[src/rtl/sc_muldiv.sv]
// sc_muldiv: iterative RV32M multiply/divide unit.
// Multiplication uses one shift-add step per cycle. Division uses one restoring step per cycle.
// Latency is fixed at XLEN+1 cycles from the accepting edge, whatever the operand values.
module sc_muldiv #(
    parameter int unsigned XLEN = 32
) (
    input  logic            clock,
    input  logic            resetn,
    input  logic            start,
    input  logic [2:0]      op,
    input  logic [XLEN-1:0] a,
    input  logic [XLEN-1:0] b,
    input  logic            flush,
    output logic            busy,
    output logic            done,
    output logic [XLEN-1:0] result
);
    // Iteration counter width, derived from XLEN so that it can hold the value XLEN.
    localparam int unsigned CW = $clog2(XLEN + 1);

    localparam logic [2:0] OP_MUL    = 3'b000;
    localparam logic [2:0] OP_MULH   = 3'b001;
    localparam logic [2:0] OP_MULHSU = 3'b010;
    localparam logic [2:0] OP_MULHU  = 3'b011;
    localparam logic [2:0] OP_DIV    = 3'b100;
    localparam logic [2:0] OP_DIVU   = 3'b101;
    localparam logic [2:0] OP_REM    = 3'b110;

    localparam logic [XLEN-1:0] MIN_NEG = {1'b1, {(XLEN-1){1'b0}}};

    typedef enum logic [1:0] {IDLE, RUN, FIN} state_e;

    state_e              state_q, state_d;
    logic [CW-1:0]       cnt_q, cnt_d;
    logic [2:0]          op_q, op_d;
    logic [XLEN-1:0]     opnd_q, opnd_d;          // multiplicand or divisor magnitude
    logic [2*XLEN-1:0]   acc_q, acc_d;            // {product hi, lo} or {remainder, quotient}
    logic                neg_q, neg_d;            // negate the selected result in FIN
    logic                spec_q, spec_d;          // divide-by-zero or signed overflow
    logic [XLEN-1:0]     spec_val_q, spec_val_d;  // value forced in FIN for special cases
    logic                busy_q, busy_d;
    logic                done_q, done_d;
    logic [XLEN-1:0]     result_q, result_d;

    // Values that are decoded from the live operands when a start is accepted.
    logic                is_div, a_signed, b_signed, a_neg, b_neg, div_zero, div_ovf;
    logic [XLEN-1:0]     a_mag, b_mag;

    // Values produced by one iteration step and by the final result fix-up.
    logic [XLEN-1:0]     mul_addend, rem_neg, fin_val;
    logic [XLEN:0]       mul_sum, div_shift, div_diff;
    logic                div_borrow;
    logic [2*XLEN-1:0]   acc_step, acc_neg;

    // Start-time decode: operand signedness, magnitudes and special-case detection.
    always_comb begin
        is_div   = op[2];
        a_signed = (op == OP_MULH) || (op == OP_MULHSU) || (op == OP_DIV) || (op == OP_REM);
        b_signed = (op == OP_MULH) || (op == OP_DIV) || (op == OP_REM);
        a_neg    = a_signed && a[XLEN-1];
        b_neg    = b_signed && b[XLEN-1];
        a_mag    = a_neg ? ('0 - a) : a;
        b_mag    = b_neg ? ('0 - b) : b;
        div_zero = is_div && (b == '0);
        div_ovf  = ((op == OP_DIV) || (op == OP_REM)) && (a == MIN_NEG) && (b == '1);
    end

    // One shift-add or restoring-divide step, plus the sign fix and result select used in FIN.
    always_comb begin
        mul_addend = acc_q[0] ? opnd_q : '0;
        mul_sum    = {1'b0, acc_q[2*XLEN-1:XLEN]} + {1'b0, mul_addend};
        div_shift  = {acc_q[2*XLEN-1:XLEN], acc_q[XLEN-1]};
        div_diff   = div_shift - {1'b0, opnd_q};
        div_borrow = div_diff[XLEN];
        if (op_q[2]) begin
            acc_step = {(div_borrow ? div_shift[XLEN-1:0] : div_diff[XLEN-1:0]),
                        acc_q[XLEN-2:0], ~div_borrow};
        end else begin
            acc_step = {mul_sum, acc_q[XLEN-1:1]};
        end

        // Negating the full register also negates the low half (the quotient) on its own.
        acc_neg = '0 - acc_q;
        rem_neg = '0 - acc_q[2*XLEN-1:XLEN];
        case (op_q)
            OP_MUL, OP_DIV, OP_DIVU:
                fin_val = neg_q ? acc_neg[XLEN-1:0] : acc_q[XLEN-1:0];
            OP_MULH, OP_MULHSU, OP_MULHU:
                fin_val = neg_q ? acc_neg[2*XLEN-1:XLEN] : acc_q[2*XLEN-1:XLEN];
            default:
                fin_val = neg_q ? rem_neg : acc_q[2*XLEN-1:XLEN];
        endcase
        if (spec_q) begin
            fin_val = spec_val_q;
        end
    end

    // Next-state and datapath update for the IDLE -> RUN -> FIN sequence.
    always_comb begin
        // NOTE: every signal gets a default first, so no path through the case infers a latch.
        state_d    = state_q;
        cnt_d      = cnt_q;
        op_d       = op_q;
        opnd_d     = opnd_q;
        acc_d      = acc_q;
        neg_d      = neg_q;
        spec_d     = spec_q;
        spec_val_d = spec_val_q;
        result_d   = result_q;
        done_d     = 1'b0;
        case (state_q)
            IDLE: begin
                if (start && !flush) begin
                    state_d = RUN;
                    cnt_d   = CW'(XLEN);
                    op_d    = op;
                    opnd_d  = is_div ? b_mag : a_mag;
                    acc_d   = {{XLEN{1'b0}}, (is_div ? a_mag : b_mag)};
                    // For REM and REMU the result takes the sign of the dividend.
                    neg_d   = (is_div && op[1]) ? a_neg : (a_neg ^ b_neg);
                    spec_d  = div_zero || div_ovf;
                    if (div_zero) begin
                        spec_val_d = op[1] ? a : '1;
                    end else begin
                        spec_val_d = op[1] ? '0 : MIN_NEG;
                    end
                end
            end
            RUN: begin
                if (flush) begin
                    state_d = IDLE;
                end else begin
                    acc_d = acc_step;
                    cnt_d = cnt_q - CW'(1);
                    if (cnt_q == CW'(1)) begin
                        state_d = FIN;
                    end
                end
            end
            FIN: begin
                state_d = IDLE;
                if (!flush) begin
                    result_d = fin_val;
                    done_d   = 1'b1;
                end
            end
            default: state_d = IDLE;
        endcase
        busy_d = (state_d == RUN);
    end

    // State and datapath registers. An asynchronous reset clears all of them.
    always_ff @(posedge clock or negedge resetn) begin
        // NOTE: the datapath registers are reset as well as the control registers, so that no stale value survives a reset.
        if (!resetn) begin
            state_q    <= IDLE;
            cnt_q      <= '0;
            op_q       <= '0;
            opnd_q     <= '0;
            acc_q      <= '0;
            neg_q      <= 1'b0;
            spec_q     <= 1'b0;
            spec_val_q <= '0;
            busy_q     <= 1'b0;
            done_q     <= 1'b0;
            result_q   <= '0;
        end else begin
            // NOTE: non-blocking assignments make every register update from values sampled before the edge.
            state_q    <= state_d;
            cnt_q      <= cnt_d;
            op_q       <= op_d;
            opnd_q     <= opnd_d;
            acc_q      <= acc_d;
            neg_q      <= neg_d;
            spec_q     <= spec_d;
            spec_val_q <= spec_val_d;
            busy_q     <= busy_d;
            done_q     <= done_d;
            result_q   <= result_d;
        end
    end

    assign busy   = busy_q;
    assign done   = done_q;
    assign result = result_q;

endmodule

[config.mk]
export PLATFORM = sky130hd
export DESIGN_NAME = sc_muldiv
export DESIGN_NICKNAME = d
export VERILOG_FILES = /design/src/rtl/sc_muldiv.sv
export SDC_FILE = /design/constraint.sdc
export NUM_CORES = 1
export LEC_CHECK = 0
export ABC_AREA = 1
export CORE_ASPECT_RATIO = 1.5
export CORE_MARGIN = 2
export CORE_UTILIZATION = 35
export CTS_BUF_LIST = sky130_fd_sc_hd__clkbuf_16
export DETAILED_ROUTE_END_ITERATION = 10
export PLACE_DENSITY = 0.58
export SKIP_CTS_REPAIR_TIMING = 1
export SLEW_MARGIN = 30
export SYNTH_ARGS = -nofsm -noshare
export SYNTH_HDL_FRONTEND = slang
export SYNTH_SLANG_ARGS = --single-unit
[constraint.sdc]
create_clock -name clock -period 3.45 [get_ports clock]
set_input_delay 0.69 -clock clock [delete_from_list [all_inputs] [get_ports clock]]
set_output_delay 0.69 -clock clock [all_outputs]
set_load 0.02 [all_outputs]
==> metrics.txt <==
count of H-tree levels built during CTS 4; global placer's final weighted congestion 1.07; unrepaired setup endpoints after global routing false; wire length per cell 22.0 um; via count normalized by instance count 5.37; full die area 0.0577 mm^2; fraction of layout cells with a size suffix above 1 0.0486; most common cell after layout, fill and taps aside nand2_1; Mean Syn Cell Area 5.62 um^2; number of buffers inserted during clock tree synthesis 17; arrival time at the worst endpoint 3340 ps; Post-synth EDFFs 0; largest driver fanout on the critical path 33; reg-to-reg setup timing slack 480 ps; share of synthesized registers carrying an async set or reset 1.00; Detailed Route Iter0 Violations 2165; post-synth design cell area 0.0195 mm^2; transition at the pin with the smallest max-transition slack 947 ps; Port Buffers 104; commonest non-fill, non-tap cells in the layout 1232 x nand2_1, 519 x inv_1, 341 x nor2_1; net count of the finished layout 3714; Pins Over Slew Limit 0; diode insertion count for antenna repair 0; vias after detailed routing 23000; maximum number of pins on one net before global-route repair 98; sequential cell area fraction in the yosys report 0.224; Min Hold Slack 212 ps; total global-route track usage 0.327; register bit total from synthesis 175; YS warnings 0; DRC violations left 0; Antenna Violating Nets Remaining 0; worst clock skew 22.2 ps; final HPWL from detailed placement 78000 um; maximum clock rate 337 MHz; die width 197 um; worst reg2reg path endpoint acc_q[62]; post-synthesis instance total 3473; clock root cell clkbuf_16; number of sinks handled by clock tree synthesis 175; post-layout min period 2970 ps; fin worst setup slack 479 ps; Detailed Routing Iterations Pass 1 6; startpoint of the lowest-slack register-to-register path acc_q[32]; Net Count, Synth 3617; clock network latency to the later pin of the worst-skew pair 480 ps; number of global-route vias before repair 22400; dominant register cell in the synthesized netlist dfrtp_1; Layout area overhead 14.1%; Slew Limit Headroom 0.369; largest buffer count on any clock path 2; Tcrit/Tclk final 0.861; worst min-delay path category primary input to asynchronous set/reset pin; starting utilization of the core area 0.352; first-pass GRT wire length 139000 um; result of the run finished clean; max cap viols 0; static power due to leakage 11.9 nW; Post-Place Setup Slack 282 ps; Seq. cell area 0.00438 mm^2; sort of element at the end of the critical path flip-flop; VDD IR-drop max 0.374 mV; PwrDens 783 mW/mm^2; # IOs 105; vertical die dimension 293 um; startpoint kind of the worst setup timing path flip-flop; Placement Rows 106; CTS tree yes; grt total ovfl 0; area of the core region 0.0554 mm^2; Req. time, crit path 3820 ps; sum of negative setup slack 0 ps; clock input transition at the sequential cells of the worst setup and hold paths 100 ps; R2R depth 18; final setup fails 0; Crit Path Class flip-flop to flip-flop; routed wire length 94500 um; number of hold violations in the final report 0; total of fill cells in the finished design 6249; antenna violations before repair 0; area of combinational cells with multiple inputs 0.0126 mm^2; distinct cell type count after synthesis 47
[layout make-up]
class,count,area share
clock buffer,17,0.0191
inverter,535,0.0901
multi-input combinational,2650,0.567
tap,702,0.0394
sequential,175,0.197
clock inverter,15,0.0101
timing repair buffer,191,0.0773
[cell families (layout without fill, tap and decap cells)]
| family | Yosys count | in the layout | share of synthesized area |
|---|---|---|---|
| simple gates | 2060 | 2060 | 0.437 |
| fa+ha+maj | 73 | 73 | 0.0475 |
| xor+xnor | 87 | 87 | 0.0390 |
| compound gates | 430 | 430 | 0.123 |
| flops | 175 | 175 | 0.224 |
| buf+inv | 648 | 758 | 0.129 |
[synth_stat cells (all sizes together) (2+ instances only)]
cell	instances	share of area
clkinv	3	0.00058
o22ai	30	0.0096
ha	71	0.045
o21ai	160	0.042
fa	2	0.0021
o211ai	23	0.0088
xnor2	13	0.0058
inv	532	0.10
nand4	49	0.016
nor2	357	0.071
o21bai	7	0.0027
a21boi	2	0.00077
nor3	35	0.0097
dfrtp	175	0.22
and2	10	0.0032
a21oi	171	0.044
or2	4	0.0013
xor2	74	0.033
nor4	4	0.0013
nand3	341	0.088
nand2	1245	0.24
clkbuf	68	0.013
buf	45	0.013
a31oi	11	0.0035
o221ai	15	0.0067
a21o	3	0.0012
a22oi	4	0.0015
nand3b	15	0.0058
[flip-flops by register name, summed over array words and instances (netlist names)]
register / cells
acc_q: 64
opnd_q: 32
result: 32
spec_val_q: 32
cnt_q: 6
op_q: 3
state_q: 2
busy: 1
done: 1
neg_q: 1
spec_q: 1
[report_power, final]
group,internal [mW],switching (mW)
registers,2.49,0.955
logic,3.51,8.34
clock network,1.01,1.13
[worst max-delay path, stage by stage, from the launching register on]
cell and delay (ps):
dfrtp_1 510, inv_1 220, fa_1 500, inv_1 140
nand2_1 60, nand2_1 70, nand3_1 90, nand2_2 150
nand2_1 80, nand2_2 80, nand2_2 70, nand2_2 80
nand2_2 60, nand2_4 300, nand2_1 150, nand2_1 90
nand2_1 50, nand2_1 90, nand2_1 50
[per-stage QoR]
stage / total power [mW] / cell area [um^2] / instances / utilization
after floorplan: 10.7 / 19500 / 3473 / -
after global placement: 15.0 / 21600 / 4253 / 0.390
after detailed placement: 15.0 / 21600 / 4253 / 0.390
after CTS: 17.2 / 22300 / 4285 / 0.402
after global routing: 18.7 / 22300 / 4285 / 0.402
final: 17.4 / 22300 / 4285 / 0.402
[layer usage]
layer / up-vias / global-route usage / share of wire
met5: - / 0 / 0
met4: 0 / 0.310 / 0.12
met3: 306 / 0.0273 / 0.047
met2: 970 / 0.555 / 0.47
met1: 10600 / 0.358 / 0.37
li1: 11200 / - / -
[worst max-delay path by stage]
stage,depth (start not counted),start,endpoint,slack (ps)
after global routing,18,acc_q[32],acc_q[62],200
final,18,acc_q[32],acc_q[62],480
after CTS,18,acc_q[32],acc_q[62],530
after global placement,11,a[6],opnd_q[23],220
after detailed placement,11,a[6],opnd_q[23],280
after floorplan,21,acc_q[0],acc_q[61],950
(Power assumes the default switching activity.)
